--- config.mk ---
export PLATFORM = sky130hd
export DESIGN_NAME = wb_commit_arbiter
export DESIGN_NICKNAME = d
export VERILOG_FILES = /design/src/rtl/wb_commit_arbiter.sv
export SDC_FILE = /design/constraint.sdc
export NUM_CORES = 1
export LEC_CHECK = 0
export ABC_AREA = 1
export BUFFER_PORTS_ARGS = -buffer_cell sky130_fd_sc_hd__buf_2
export CORE_ASPECT_RATIO = 2
export CORE_UTILIZATION = 50
export DETAILED_ROUTE_END_ITERATION = 12
export HOLD_SLACK_MARGIN = 0.08
export PLACE_DENSITY_LB_ADDON = 0.1
export SYNTH_ARGS = -nofsm -noshare
export SYNTH_HDL_FRONTEND = slang
export SYNTH_SLANG_ARGS = --single-unit
--- constraint.sdc ---
create_clock -name clk -period 5.95 [get_ports clk]
set_clock_uncertainty 0.05 [all_clocks]
set_input_delay 0.2975 -clock clk [delete_from_list [all_inputs] [get_ports clk]]
set_output_delay 0.2975 -clock clk [all_outputs]
set_load 0.02 [all_outputs]
--- src/rtl/wb_commit_arbiter.sv ---
// Round-robin write-back arbiter feeding an in-order commit FIFO drained through one register-file port.
// Optional youngest-match bypass lookup over buffered writes is enabled by defining WB_BYPASS_EN.
module wb_commit_arbiter #(
  parameter int XLEN    = 64,
  parameter int NUM_CH  = 4,
  parameter int DEPTH   = 4,
  localparam int CH_W   = (NUM_CH > 1) ? $clog2(NUM_CH) : 1,
  localparam int CNT_W  = $clog2(DEPTH + 1)
) (
  input  logic                     clk,
  input  logic                     reset,
  input  logic [NUM_CH-1:0]        in_valid,
  output logic [NUM_CH-1:0]        in_ready,
  input  logic [NUM_CH-1:0]        in_we,
  input  logic [NUM_CH*5-1:0]      in_rd,
  input  logic [NUM_CH*XLEN-1:0]   in_data,
  output logic [4:0]               regWriteAddr,
  output logic [XLEN-1:0]          regWriteData,
  output logic                     regWriteEn,
  input  logic                     regWriteDone,
  output logic [4:0]               regClearAddr,
  output logic                     retire_valid,
  output logic [CH_W-1:0]          retire_ch,
  output logic [CNT_W-1:0]         fifo_count,
  output logic                     fifo_full,
  output logic                     fifo_empty,
  input  logic [4:0]               byp_addr,
  output logic                     byp_hit,
  output logic [XLEN-1:0]          byp_data
);
  localparam int PTR_W = $clog2(DEPTH);

  logic [PTR_W-1:0] head, tail;
  logic [CNT_W-1:0] count;
  logic [CH_W-1:0]  rr_ptr, sel, arb_cand;
  int               arb_pos;
  logic             found, push, pop, head_write;

  logic             we_q   [DEPTH];
  logic [4:0]       rd_q   [DEPTH];
  logic [XLEN-1:0]  data_q [DEPTH];
  logic [CH_W-1:0]  ch_q   [DEPTH];

  logic [4:0]       rd_ch   [NUM_CH];
  logic [XLEN-1:0]  data_ch [NUM_CH];

  for (genvar g = 0; g < NUM_CH; g++) begin : g_unpack
    assign rd_ch[g]   = in_rd[5*g +: 5];
    assign data_ch[g] = in_data[XLEN*g +: XLEN];
  end

  assign fifo_count = count;
  assign fifo_full  = (count == CNT_W'(DEPTH));
  assign fifo_empty = (count == '0);

  // First requester at or after the RR pointer, wrapping modulo NUM_CH.
  always_comb begin
    found    = 1'b0;
    sel      = '0;
    arb_pos  = 0;
    arb_cand = '0;
    for (int k = 0; k < NUM_CH; k++) begin
      arb_pos = int'(rr_ptr) + k;
      if (arb_pos >= NUM_CH) arb_pos = arb_pos - NUM_CH;
      arb_cand = CH_W'(arb_pos);
      if (!found && in_valid[arb_cand]) begin
        found = 1'b1;
        sel   = arb_cand;
      end
    end
  end

  // Full blocks the grant even when the head pops this cycle.
  assign push = found && !fifo_full;

  always_comb begin
    in_ready = '0;
    if (push) in_ready[sel] = 1'b1;
  end

  assign head_write   = !fifo_empty && we_q[head] && (rd_q[head] != 5'd0);
  assign regWriteEn   = head_write;
  assign regWriteAddr = head_write ? rd_q[head] : 5'd0;
  assign regWriteData = head_write ? data_q[head] : '0;
  assign pop          = !fifo_empty && (!head_write || regWriteDone);

  always_ff @(posedge clk) begin
    if (push) begin
      we_q[tail]   <= in_we[sel];
      rd_q[tail]   <= rd_ch[sel];
      data_q[tail] <= data_ch[sel];
      ch_q[tail]   <= sel;
    end
  end

  always_ff @(posedge clk) begin
    if (reset) begin
      head         <= '0;
      tail         <= '0;
      count        <= '0;
      rr_ptr       <= '0;
      retire_valid <= 1'b0;
      retire_ch    <= '0;
      regClearAddr <= 5'd0;
    end else begin
      if (push) begin
        tail   <= (tail == PTR_W'(DEPTH - 1)) ? '0 : tail + 1'b1;
        rr_ptr <= (sel == CH_W'(NUM_CH - 1)) ? '0 : sel + 1'b1;
      end
      if (pop) head <= (head == PTR_W'(DEPTH - 1)) ? '0 : head + 1'b1;
      if (push && !pop)      count <= count + 1'b1;
      else if (pop && !push) count <= count - 1'b1;
      retire_valid <= pop;
      if (pop) begin
        retire_ch    <= ch_q[head];
        regClearAddr <= head_write ? rd_q[head] : 5'd0;
      end
    end
  end

`ifdef WB_BYPASS_EN
  int               byp_pos;
  logic [PTR_W-1:0] byp_idx;

  // Scan oldest to youngest so the last match (youngest) wins.
  always_comb begin
    byp_hit  = 1'b0;
    byp_data = '0;
    byp_pos  = 0;
    byp_idx  = '0;
    for (int k = 0; k < DEPTH; k++) begin
      byp_pos = int'(head) + k;
      if (byp_pos >= DEPTH) byp_pos = byp_pos - DEPTH;
      byp_idx = PTR_W'(byp_pos);
      if ((k < int'(count)) && we_q[byp_idx] && (rd_q[byp_idx] == byp_addr) && (byp_addr != 5'd0)) begin
        byp_hit  = 1'b1;
        byp_data = data_q[byp_idx];
      end
    end
  end
`else
  logic unused_byp;
  assign unused_byp = ^byp_addr;
  assign byp_hit    = 1'b0;
  assign byp_data   = '0;
`endif

endmodule

Word level (Yosys, flattened, before mapping)
Memories as Yosys holds them, arrays and structs flattened. A register that Yosys moved wholly into a read port is not among the register bits.
Cells that the tools add are included.
- add/subtract/negate cells: 12
- equality and inequality tests: 4
- reductions and logical operators: 22
- muxes and demuxes: 46
- order comparisons: 11
- bitwise gates (word level): 1
- operator list (cell ; count):
    two-way mux 64 bit ; 3
    binary-select mux 64 bit (select 2 bit) ; 1
    two-way mux 2 bit ; 17
    less-than comparator 2 x 3 -> 1 bit, second input constant ; 5
    two-way mux 5 bit ; 3
    greater-or-equal comparator 3 bit, second input constant ; 4
    two-way mux 1 bit ; 12
    binary-select mux 1 bit (select 2 bit) ; 5
    binary-select mux 5 bit (select 2 bit) ; 1
    logical AND 1 bit ; 10
    zero test 1 bit ; 8
    subtractor 2 x 1 -> 2 bit, second input constant ; 4
    adder 2 x 1 -> 2 bit, second input constant ; 3
    adder 2 x 2 -> 3 bit, second input constant ; 2
    equality test 2 bit, second input constant ; 3
    two-way mux 3 bit ; 2
    nonzero test 5 bit ; 1
    two-way mux 4 bit ; 1
    adder 2 x 1 -> 3 bit, second input constant ; 1
    adder 3 x 1 -> 3 bit, second input constant ; 1
    equality test 3 bit, second input constant ; 1
    greater-or-equal comparator 2 x 3 -> 1 bit, second input constant ; 1
    zero test 3 bit ; 1
    NOT 2 -> 3 bit ; 1
    other kinds (5) ; 5
- output and inout port bits: 152
- memories kept: 4
- logic and storage cells: 106
- register bits: 15
- input port bits: 292
- RAM bits: 288
- memories (name ; words ; bits a word ; read ports ; clocked after memory_dff ; wr ports ; line ; RTL):
    data_q ; 4 ; 64 ; 1 ; 1 ; 1 ; 41 ; logic [XLEN-1:0] data_q [DEPTH];
    rd_q ; 4 ; 5 ; 1 ; 1 ; 1 ; 40 ; logic [4:0] rd_q [DEPTH];
    ch_q ; 4 ; 2 ; 1 ; 1 ; 1 ; 42 ; logic [CH_W-1:0] ch_q [DEPTH];
    we_q ; 4 ; 1 ; 1 ; 1 ; 1 ; 39 ; logic we_q [DEPTH];

Longest topological paths before layout
Gate-level depths: netlist (run 1).
- word-level depth: 19
- gate-level depth with buffers: 18
- gate-level depth less buffers: 16

Worst setup path before layout (run 1)
No wires, ideal clock.
- path kind: reg-to-reg
- start point: register rr_ptr[0]
- end point: memory ch_q[0][0] (netlist bit) (enable)
- arrival: 4.237 ns
- setup slack: 1.160 ns
- clock period less this slack: 4.790 ns
- stages on the path, launching flop included: 11
- required time: 5.398 ns
- library setup time: 0.502 ns
- buffers on the path: 2
- cells stage by stage: dfxtp_1 buf_4 nand2_1 nand2_1 nand2_1 nand2_1 nor2_4 nand3b_1 nand2_1 buf_2 nor2_1
- longest elaborated chain between the ends: 17
- elaborated cells between the ends (all ways): 36
- classes of those cells: 7 x add/sub; 4 x order compare; 18 x mux; 7 x reduce/logical
- ends and longest elaborated chain (what ; line ; RTL):
    start, declared ; 35 ; logic [CH_W-1:0] rr_ptr, sel, arb_cand;
    start signal, assigned ; 108 ; rr_ptr <= (sel == CH_W'(NUM_CH - 1)) ? '0 : sel + 1'b1;
    branches (longest 13 deep; another with adder 2 x 1 -> 3 bit) ; -- ;
    two-way mux 1 bit (*) ; 66 ; if (!found && in_valid[arb_cand]) begin
    logical AND 1 bit (*) ; 74 ; assign push = found && !fifo_full;
    two-way mux 1 bit (*) ; 88 ; if (push) begin
    two-way mux 1 bit (implied by the code) (*) ; 92 ; ch_q[tail] <= sel;
    end, declared ; 42 ;
Every way passes the cells marked *. The select of a mux whose other input is x is not followed.

Worst setup path in the final report (run 1)
- start point: register rr_ptr[0]
- end point: output in_ready[1]
- longest elaborated chain between the ends: 19
- elaborated cells between the ends (all ways): 44
- classes of those cells: 7 x add/sub; 6 x order compare; 23 x mux; 8 x reduce/logical
- ends and longest elaborated chain (what ; line ; RTL):
    branches (longest 13 deep; another with adder 2 x 1 -> 3 bit) ; -- ;
    two-way mux 2 bit (*) ; 66 ;
    net sel[0] ; 35 ;
    less-than comparator 2 x 3 -> 1 bit (implied by the code) or greater-or-equal comparator 2 x 1 -> 1 bit (tied branches) ; 78 ; if (push) in_ready[sel] = 1'b1;
    logical AND 1 bit (implied by the code) ; 78 ;
    two-way mux 1 bit (implied by the code) ; 78 ;
    demux 1 bit (select 2 bit) (*) ; 78 ;
    two-way mux 4 bit (*) ; 78 ;
    end, declared ; 13 ; output logic [NUM_CH-1:0] in_ready,
Mark *: on every way through the listed nets, which the timed path passes. The select of a mux whose other input is x is not followed.

==> run_results.csv, run 1 <==
group,metric,value,unit
sta,finalSetupTns,0,ns
pwr,ir_drop,0.000564,V
synth,yosysMostFrequentCell,"inv_1",
global_routing,overflow,0,
worst_setup_path,critPathKind,"flip-flop to output pin",
place,routabilityCongestion,0.914,
floorplanning,dieArea,0.0336,mm^2
min_path,min_path_type,"primary input to flip-flop",
sta,period_needed,4.26,ns
clock_tree,root_buffer,"clkbuf_16",
worst_setup_path,slowest_stage,"nand2_4",
min_path,hold_end,"data_q[0][10]",
run,max_cap_viol_count,0,
synth,synth-seq-area-share,55.0,%
detailed_routing,drc,0,
clock_tree,worstSkewPairLatency,0.54,ns
detailed_routing,avgViaCountPerCell,5.03,
outcome,outcome,"finished clean",
worst_setup_path,path_max_fanout,75,
clock_tree,clock-sinks,307,
synth,synth_edf_count,288,
sta,fin_crit_sh,71.6,%
worst_setup_path,worstPathArrival,3.91,ns
synth,yosysWarnings,0,
worst_setup_path,startpoint_type,"flip-flop",
detailed_routing,via_count,13511,
worst_setup_path,r2r-start,"rr_ptr[0]",
synth,synth_top_area_share,52.7,%
global_routing,grt_usage,26.3,%
sta,rsz0062_at_grt,"no",
global_routing,grt_pass1_vias,13021,
synth,netlist_area,0.0164,mm^2
synth,synthArstFlopShare,0,%
worst_setup_path,regToRegSetupSlack,2.16,ns
clock_tree,ctsHtreeMaxLevel,1,
pwr,cellLeakagePower,9.27,nW
floorplanning,die_y,258,um
floorplanning,ios,444,
finish,fillers,2896,
detailed_routing,wl_per_cell,16.3,um
synth,synth_area_leaders,"edfxtp_1, nand3_1, inv_1",
finish,area_delta_synth_final,16.5,%
finish,n_antenna_cell,0,
detailed_routing,drt-pass1-iter-count,5,
synth,ys_ff_latch,307,
place,hpwlAfterDp,29800,um
synth,synth_largest_area_cell,"edfxtp_1",
global_routing,antenna_found_initial,0,
clock_tree,cts_buffers,24,
detailed_routing,drtIter0Drc,843,
synth,syn_avg_cell_area,8.42,um^2
finish,fin_util,59.3,%
finish,drive_gt1_share,19.9,%
pwr,total_power,12.8,mW
finish,multi_input_area,0.00539,mm^2
synth,synth_cells,1947,
min_path,min_from,"in_data[138]",
worst_setup_path,reg2reg_depth,13,
floorplanning,core_area,0.0322,mm^2
detailed_routing,routed_wl,43900,um
worst_setup_path,end_kind,"output pin",
worst_setup_path,crit_required,5.60,ns
detailed_routing,ant_nets,0,
global_routing,grt_pass1_wl,67000,um
worst_setup_path,cpPeakStageDelay,0.64,ns
global_routing,grt_max_degree,107,
sta,setup_viol,0,
worst_setup_path,worstReg2RegEnd,"data_q[3][38]",
clock_tree,clock_path_buffers,3,
clock_tree,cts_tree,"built",
floorplanning,fp-row-count,93,
worst_setup_path,cp_common_cell,"nand2_1",
synth,synthTopCellsByCount,"inv_1, nand3_1, nor2_1, edfxtp_1, nand2_1",
clock_tree,cts_resized,0,
synth,synthFlopType,"edfxtp_1",
sta,fmax,0.235,GHz
sta,worstMarginPinSlew,1.03,ns
floorplanning,start_util,50.9,%
place,portBuffers,373,
sta,relSlewSlack,31.1,%
synth,synth_cell_types,30,
finish,regArea,0.00904,mm^2
worst_setup_path,cp_cell_sequence,"inv_2 > nand2_1 > nand2_1 > nand2_1 > nand2_1 > nor2_4 > nand3_1 > nand2_4 > nand2_4 > inv_1 > ha_1 > inv_1 > nor2_1 > buf_2",
floorplanning,dieWidth,130,um
min_path,holdPathStages,5,
sta,drv_slew,0,
clock_tree,cts.clk_slew.worst_paths,0.07,ns
finish,fin_nets,2546,
sta,hold_viol,0,
pwr,p_per_area,671,mW/mm^2
state kept, by name, indices dropped and copies added, names as in the netlist, named ones only:
register and cells:
ch_q 8, data_q 256, fifo_count 3, head 2
rd_q 20, regClearAddr 5, retire_ch 2, retire_valid 1
rr_ptr 2, tail 2, we_q 4
how the worst max path moves through the flow:
stage          cells past startpoint           end      start  slack, ns
6_report                          14   in_ready[1]  rr_ptr[0]       1.69
5_1_grt                           14   in_ready[1]  rr_ptr[0]       1.29
4_1_cts                           14   in_ready[1]  rr_ptr[0]       1.65
3_5_place_dp                      12  data_q[2][0]  rr_ptr[0]       2.21
3_3_place_gp                      12  data_q[0][0]  rr_ptr[0]       2.26
2_1_floorplan                     10    ch_q[0][0]  rr_ptr[0]       1.16
layout make-up:
class                   instances  share of cell area (%)
clock buffers                  27                    3.36
repair buffers                387                    10.7
clock inverters                17                    1.30
inverters                     325                    6.40
multi-input cells            1198                    28.2
flip-flops and latches        307                    47.3
well taps                     427                    2.80
routing by layer:
metal  global-route usage, %  vias up  share of wire (%)
li1                        -     6740                  -
met4                    11.9        0                4.2
met3                    2.63       75                5.2
met5                       0        -                  0
met1                    27.2     6198                 36
met2                    51.5      498                 55
repair_timing:
action	4_1_cts	5_1_grt
endpoints found under the hold margin	1	0
hold buffers	1	0
buffers inserted	0	0
setup endpoints to repair	0	0
stage by stage:
step,hold slack (ns),area (um^2),cells,setup slack [ns]
after floorplan,0.320,16600,2011,1.16
after global placement,0.413,18200,2643,2.26
after detailed placement,0.419,18200,2643,2.21
after CTS,0.139,19100,2688,1.65
after global routing,0.180,19100,2688,1.29
final,0.151,19100,2688,1.69
power breakdown:
part           leakage (nW)  total [mW]  switching [mW]  internal [mW]
Sequential             2.84        4.57           0.309           4.26
Combinational          5.99        6.45            4.80           1.66
Clock                 0.433        1.80           0.755           1.04
Total                  9.27        12.8            5.86           6.96
kinds of logic after synthesis:
logic type / Yosys count / synth area share [%]
AOI/OAI and AO/OA: 228 / 7.00
adders and majority gates: 11 / 0.885
buffers and inverters: 506 / 14.0
DFF: 307 / 55.0
other: 1 / 0.0229
and+or+nand+nor: 894 / 23.1
layout by cell type, fill, tap and decap left out, drive strengths merged, types with 2 or more instances in the layout:
master    instances
o22ai             2
o21ai           144
nor2            292
conb             65
ha               10
nand3           310
nand2           287
edfxtp          288
a21oi            81
dfxtp            19
clkbuf           27
inv             324
buf             386
nor3              2
clkinv           10
clkinvlp          2
bufinv            6
worst max-delay path: cells and delay by family (launching register included):
kind	cells	cell delay, ns
buffers and inverters	4	0.75
flip-flops	1	0.61
AND/OR/NAND/NOR	9	1.82
adder cells (fa/ha/maj)	1	0.18
Note: power is estimated with default switching activity, not from simulation.
==> run 2: changes to the inputs <==
- CORE_UTILIZATION: 50 -> 48
- clock period: 5.95 -> 3.8 ns (I/O delays scaled with it)
==> run 2 against run 1 <==
  * Core utilization is essentially flat
  * Routed wire length fell by 0.14%
  * Die area rose by 4.1%
  * Clock-buffer cell count is 6 higher
  * First-iteration DRC count down 26%
  * Register-to-register slack worse by 1.8 ns
  * Cell count rose by 4.0%
  * Worst setup slack got worse by 1.4 ns
  * Non-clock buffer count increased by 99
  * Largest cell class unchanged
==> run_results.csv, run 2 (synthesis results as in run 1) <==
group,metric,value,unit
clock_tree,cts_tree,"built",
sta,fmax,0.287,GHz
sta,worstMarginPinSlew,0.646,ns
clock_tree,worstSkewPairLatency,0.53,ns
pwr,p_per_area,1020,mW/mm^2
clock_tree,post-cts-setup-buffers,0,
global_routing,grt_pass1_vias,13276,
finish,largest_reg_flops,256,
sta,rsz0062_at_grt,"no",
worst_setup_path,critPathKind,"flip-flop to output pin",
clock_tree,clock-sinks,307,
floorplanning,ios,444,
clock_tree,cts.clk_slew.worst_paths,0.07,ns
outcome,outcome,"finished clean",
finish,largest_register,"data_q",
floorplanning,core_area,0.0336,mm^2
floorplanning,start_util,48.8,%
finish,reg_top3,"data_q x256, rd_q x20, ch_q x8",
finish,fin_nets,2646,
worst_setup_path,r2r-start,"rr_ptr[0]",
worst_setup_path,regToRegSetupSlack,0.33,ns
detailed_routing,drt-pass1-iter-count,5,
finish,fillers,2967,
global_routing,overflow,0,
worst_setup_path,worstReg2RegEnd,"data_q[3][7]",
min_path,hold_end,"data_q[2][42]",
finish,n_antenna_cell,0,
worst_setup_path,crit_required,3.56,ns
floorplanning,dieArea,0.0350,mm^2
detailed_routing,wl_per_cell,15.7,um
worst_setup_path,startpoint_type,"flip-flop",
worst_setup_path,end_kind,"output pin",
place,hpwlAfterDp,30000,um
min_path,min_path_type,"primary input to flip-flop",
worst_setup_path,path_max_fanout,36,
sta,finalSetupTns,0,ns
detailed_routing,via_count,13907,
worst_setup_path,reg2reg_depth,9,
sta,setup_viol,0,
sta,hold_ws,0.0978,ns
sta,period_needed,3.49,ns
finish,drive_gt1_share,19.4,%
finish,area_delta_synth_final,21.5,%
run,max_cap_viol_count,0,
clock_tree,root_buffer,"clkbuf_16",
floorplanning,die_y,263,um
sta,fin_crit_sh,91.8,%
min_path,min_from,"in_data[170]",
clock_tree,ctsHtreeMaxLevel,1,
detailed_routing,drtIter0Drc,628,
sta,drv_slew,0,
sta,relSlewSlack,56.9,%
pwr,cellLeakagePower,9.61,nW
worst_setup_path,worstPathArrival,3.25,ns
detailed_routing,ant_nets,0,
place,routabilityCongestion,0.852,
clock_tree,cts_buffers,25,
global_routing,antenna_found_initial,0,
sta,hold_viol,0,
finish,final_cell_mix,"buf_2, inv_1, nand3_1",
global_routing,grt_usage,24.9,%
pwr,ir_drop,0.000743,V
finish,layout_commonest_cell,"buf_2",
global_routing,grt_pass1_wl,68100,um
floorplanning,dieWidth,133,um
place,portBuffers,373,
floorplanning,fp-row-count,95,
min_path,holdPathStages,5,
clock_tree,clock_path_buffers,3,
detailed_routing,drc,0,
pwr,total_power,20.4,mW
detailed_routing,routed_wl,43900,um
global_routing,grt_max_degree,141,
detailed_routing,avgViaCountPerCell,4.97,
-- run 2: changes by cell type in the layout (fill, tap and decap cells not counted), sizes merged --
cell         delta
inv             +2
bufinv          -6
clkinv          -1
clkbuf          +6
dlygate4sd3    +82
clkinvlp        -1
buf            +17
-- run 2: worst max-delay path by stage --
stage	from	to	slack, ns	cells past startpoint
after global placement	flip-flop	fifo_count[2]	0.63	14
after global routing	flip-flop	regWriteData[9]	0.1	9
after floorplan	rr_ptr[0]	ch_q[0][0]	-0.99	10
after CTS	rr_ptr[0]	data_q[0][59]	0.10	11
after detailed placement	flip-flop	fifo_count[2]	0.68	14
final	flip-flop	regWriteData[6]	0.31	9
-- run 2: area by class of cell --
class                           instances  area [um^2]  area share (%)
Inverter                              325         1220            6.13
Clock inverter                         11         57.6           0.289
Sequential cell                       307         9040            45.3
Multi-Input combinational cell       1198         5390            27.0
Clock buffer                           33          656            3.29
Timing Repair Buffer                  486         3030            15.2
Tap cell                              436          546            2.74
-- run 2: metrics by stage --
step	utilization [%]	setup WS (ns)	cells	area (um^2)
after detailed placement	54.7	0.675	2669	18400
final	59.3	0.310	2796	19900
after floorplan	-	-0.990	2011	16600
after global routing	59.3	0.0983	2796	19900
after CTS	59.2	0.104	2796	19900
after global placement	54.7	0.628	2669	18400
-- run 2: where the power goes --
group / total [mW] / switching (mW) / internal [mW]
logic: 11.0 / 7.64 / 3.32
registers: 7.09 / 0.428 / 6.67
clock network: 2.34 / 1.12 / 1.22
-- run 2: what timing repair did --
| item | CTS | global route |
|---|---|---|
| endpoints found under the setup margin | 0 | 72 |
| hold buffers | 83 | 0 |
| hold endpoints to repair | 176 | 0 |
| resized for setup | 0 | 2 |
-- run 2: worst max-delay path: stages (launching register included) --
cell and delay [ns]:
dfxtp_4 0.48, buf_4 0.47, o21ai_0 0.16, o21ai_0 0.27, nor2_1 0.08, nand2_1 0.18
nand2_4 0.27, buf_12 0.27, a21oi_1 0.28, buf_2 0.23
-- run 2: metal layers --
layer  part of all wire [%]  global-route usage (%)  vias up
li1                       -                       -     6930
met1                     37                    26.1     6377
met2                     54                    48.3      508
met3                    4.4                    2.60       92
met4                    4.5                    12.6        0
met5                      0                       0        -
==> run 3: changes to the inputs <==
- CORE_MARGIN: default -> 10
- PLACE_DENSITY_LB_ADDON: 0.1 -> 0.05
- RECOVER_POWER: default -> 100
==> run 3 against run 2 <==
  * Cell count barely moved
  * Critical path type unchanged
  * Routed wire length rose by 18%
  * Sequential cell count did not move
  * Via count rose by 0.71%
  * Critical endpoint unchanged
  * Die area rose by 21%
  * First-iteration DRC count rose by 5.4%
  * Sequential power rose by 0.6%
  * Sequential share of layout area rose by 0.32 points
  * Critical path depth rose by 2
  * Maximum frequency fell by 1.4%
  * Non-clock buffer count fell by 5
==> run_results.csv, run 3 (synthesis results as in run 1) <==
group,metric,value,unit
outcome,outcome,"finished clean",
min_path,holdPathStages,5,
worst_setup_path,reg2reg_depth,11,
place,pre_cts_ws,0.727,ns
global_routing,grt_usage,23.2,%
sta,hold_ws,0.0901,ns
global_routing,grt_pass1_wl,77700,um
finish,drive_gt1_share,16.8,%
pwr,pwr-share-comb,53.2,%
global_routing,antenna_found_initial,0,
floorplanning,die_y,281,um
worst_setup_path,cp_cell_sequence,"inv_4 > nand2_1 > nand2_1 > nand2_1 > o21ai_0 > nor2_1 > nand2_1 > nand2_4 > clkbuf_2 > a21oi_1 > clkbuf_2",
floorplanning,ios,444,
worst_setup_path,startpoint_type,"flip-flop",
pwr,ir_drop,0.000628,V
clock_tree,clock_path_buffers,3,
sta,setup_viol,0,
finish,reg_top3,"data_q x256, rd_q x20, ch_q x8",
clock_tree,ctsHtreeMaxLevel,1,
floorplanning,start_util,48.8,%
floorplanning,fp-row-count,95,
run,max_cap_viol_count,0,
clock_tree,clock-sinks,307,
place,portBuffers,373,
sta,fmax,0.283,GHz
worst_setup_path,end_kind,"output pin",
detailed_routing,routed_wl,51600,um
worst_setup_path,cpPeakStageDelay,0.69,ns
detailed_routing,ant_nets,0,
sta,fin_crit_sh,93.1,%
finish,largest_reg_flops,256,
global_routing,overflow,0,
finish,final_cell_mix,"inv_1, nand3_1, buf_2",
clock_tree,cts_tree,"built",
finish,final_cells,2794,
clock_tree,worstSkewPairLatency,0.53,ns
floorplanning,dieWidth,151,um
worst_setup_path,worst-path-buf-inv,3,
detailed_routing,drt-pass1-iter-count,5,
min_path,min_path_type,"primary input to flip-flop",
sta,hold_viol,0,
global_routing,grt_max_degree,141,
worst_setup_path,path_max_fanout,47,
place,hpwlAfterDp,35900,um
sta,period_needed,3.54,ns
global_routing,grt_pass1_vias,14256,
sta,worstMarginPinSlew,1.16,ns
sta,drv_slew,0,
finish,area_delta_synth_final,20.7,%
finish,largest_register,"data_q",
worst_setup_path,cp_top_family,"simple AND/OR/NAND/NOR gates",
worst_setup_path,crit_required,3.56,ns
pwr,p_clk_share,12.2,%
pwr,power_switching,9.53,mW
worst_setup_path,cp.depth,11,
worst_setup_path,cp_common_cell,"nand2_1",
sta,relSlewSlack,23.0,%
worst_setup_path,critPathKind,"flip-flop to output pin",
place,dpl.cell_count,2672,
finish,layout_commonest_cell,"inv_1",
clock_tree,cts.clk_slew.worst_paths,0.07,ns
pwr,swShare,46.3,%
worst_setup_path,slowest_stage,"dfxtp_4",
detailed_routing,drtIter0Drc,662,
finish,fillers,3101,
detailed_routing,drc,0,
finish,n_antenna_cell,0,
pwr,seqPwrFrac,34.6,%
finish,fin_util,58.9,%
worst_setup_path,worstPathArrival,3.30,ns
place,routabilityCongestion,0.881,
detailed_routing,avgViaCountPerCell,5.01,
clock_tree,root_buffer,"clkbuf_16",
sta,worst_slack,0.261,ns
finish,fin_nets,2644,
pwr,p_per_area,1040,mW/mm^2
pwr,p_int,11.1,mW
detailed_routing,wl_per_cell,18.5,um
sta,rsz0062_at_grt,"no",
detailed_routing,via_count,14006,
pwr,cellLeakagePower,9.35,nW
floorplanning,core_area,0.0336,mm^2
clock_tree,cts_buffers,26,
floorplanning,dieArea,0.0424,mm^2
run 3: cell count changes in the layout (fill, tap and decap cells not counted), sizes merged:
| cell | change |
|---|---|
| clkbuf | +94 |
| inv | -1 |
| bufinv | +1 |
| dlygate4sd3 | -9 |
| clkinv | +1 |
| buf | -90 |
| nand3 | +2 |
run 3: final cells by class:
type	instances	area (um^2)	area share (%)
sequential	307	9040	45.7
timing repair buffer	481	2800	14.2
clock inverter	12	91.3	0.461
tap	436	546	2.76
clock buffer	33	698	3.53
inverter	325	1220	6.17
multi-input combinational	1200	5400	27.3
run 3: per-stage QoR:
| step | power, mW | area (um^2) | setup TNS, ns |
|---|---|---|---|
| global route | 22.2 | 19800 | 0 |
| floorplan | 14.3 | 16600 | -285.04 |
| finish | 20.6 | 19800 | 0 |
| global placement | 17.7 | 18400 | 0 |
| detailed placement | 17.9 | 18400 | 0 |
| CTS | 20.9 | 19900 | 0 |
run 3: path summary, 6_finish.rpt:
check | start | to | slack [ns]
max | flip-flop | regWriteData[6] | 0.26
min | in_data[154] | data_q[2][26] | 0.09
max reg2reg | rr_ptr[0] | data_q[0][34] | 0.33
min reg2reg | retire_ch[1] | retire_ch[1] | 0.43
run 3: power by group through the flow:
stage | combinational [mW] | clock, mW | sequential, mW
detailed placement | 10.7 | 0 | 7.17
CTS | 11.2 | 2.56 | 7.11
global route | 12.2 | 2.67 | 7.27
global placement | 10.5 | 0 | 7.11
floorplan | 7.17 | 0 | 7.14
finish | 11.0 | 2.51 | 7.13
run 3: worst reg2reg max path, stage by stage (launching register included):
cell           delay (ns)
dfxtp_2              0.46
inv_1                0.19
nand2_1              0.10
nand2_1              0.12
a31oi_2              0.52
nand2_1              0.18
nor2_4               0.35
buf_12               0.25
clkbuf_1             0.29
nand3_1              0.11
nand2_1              0.08
dlygate4sd3_1        0.62
run 3: routing by layer:
metal / global-route usage, % / vias to the layer above / share of wire [%]
met3: 4.66 / 76 / 7.1
li1: - / 6938 / -
met1: 24.7 / 6458 / 36
met5: 0 / - / 0
met2: 44.1 / 534 / 54
met4: 7.48 / 0 / 3.1
run 3: what timing repair did:
| action | in CTS | in global routing |
|---|---|---|
| resized for setup | 0 | 3 |
| setup endpoints to repair | 0 | 66 |
| endpoints found under the hold margin | 157 | 0 |
| buffers inserted | 0 | 1 |
| hold buffers | 74 | 0 |
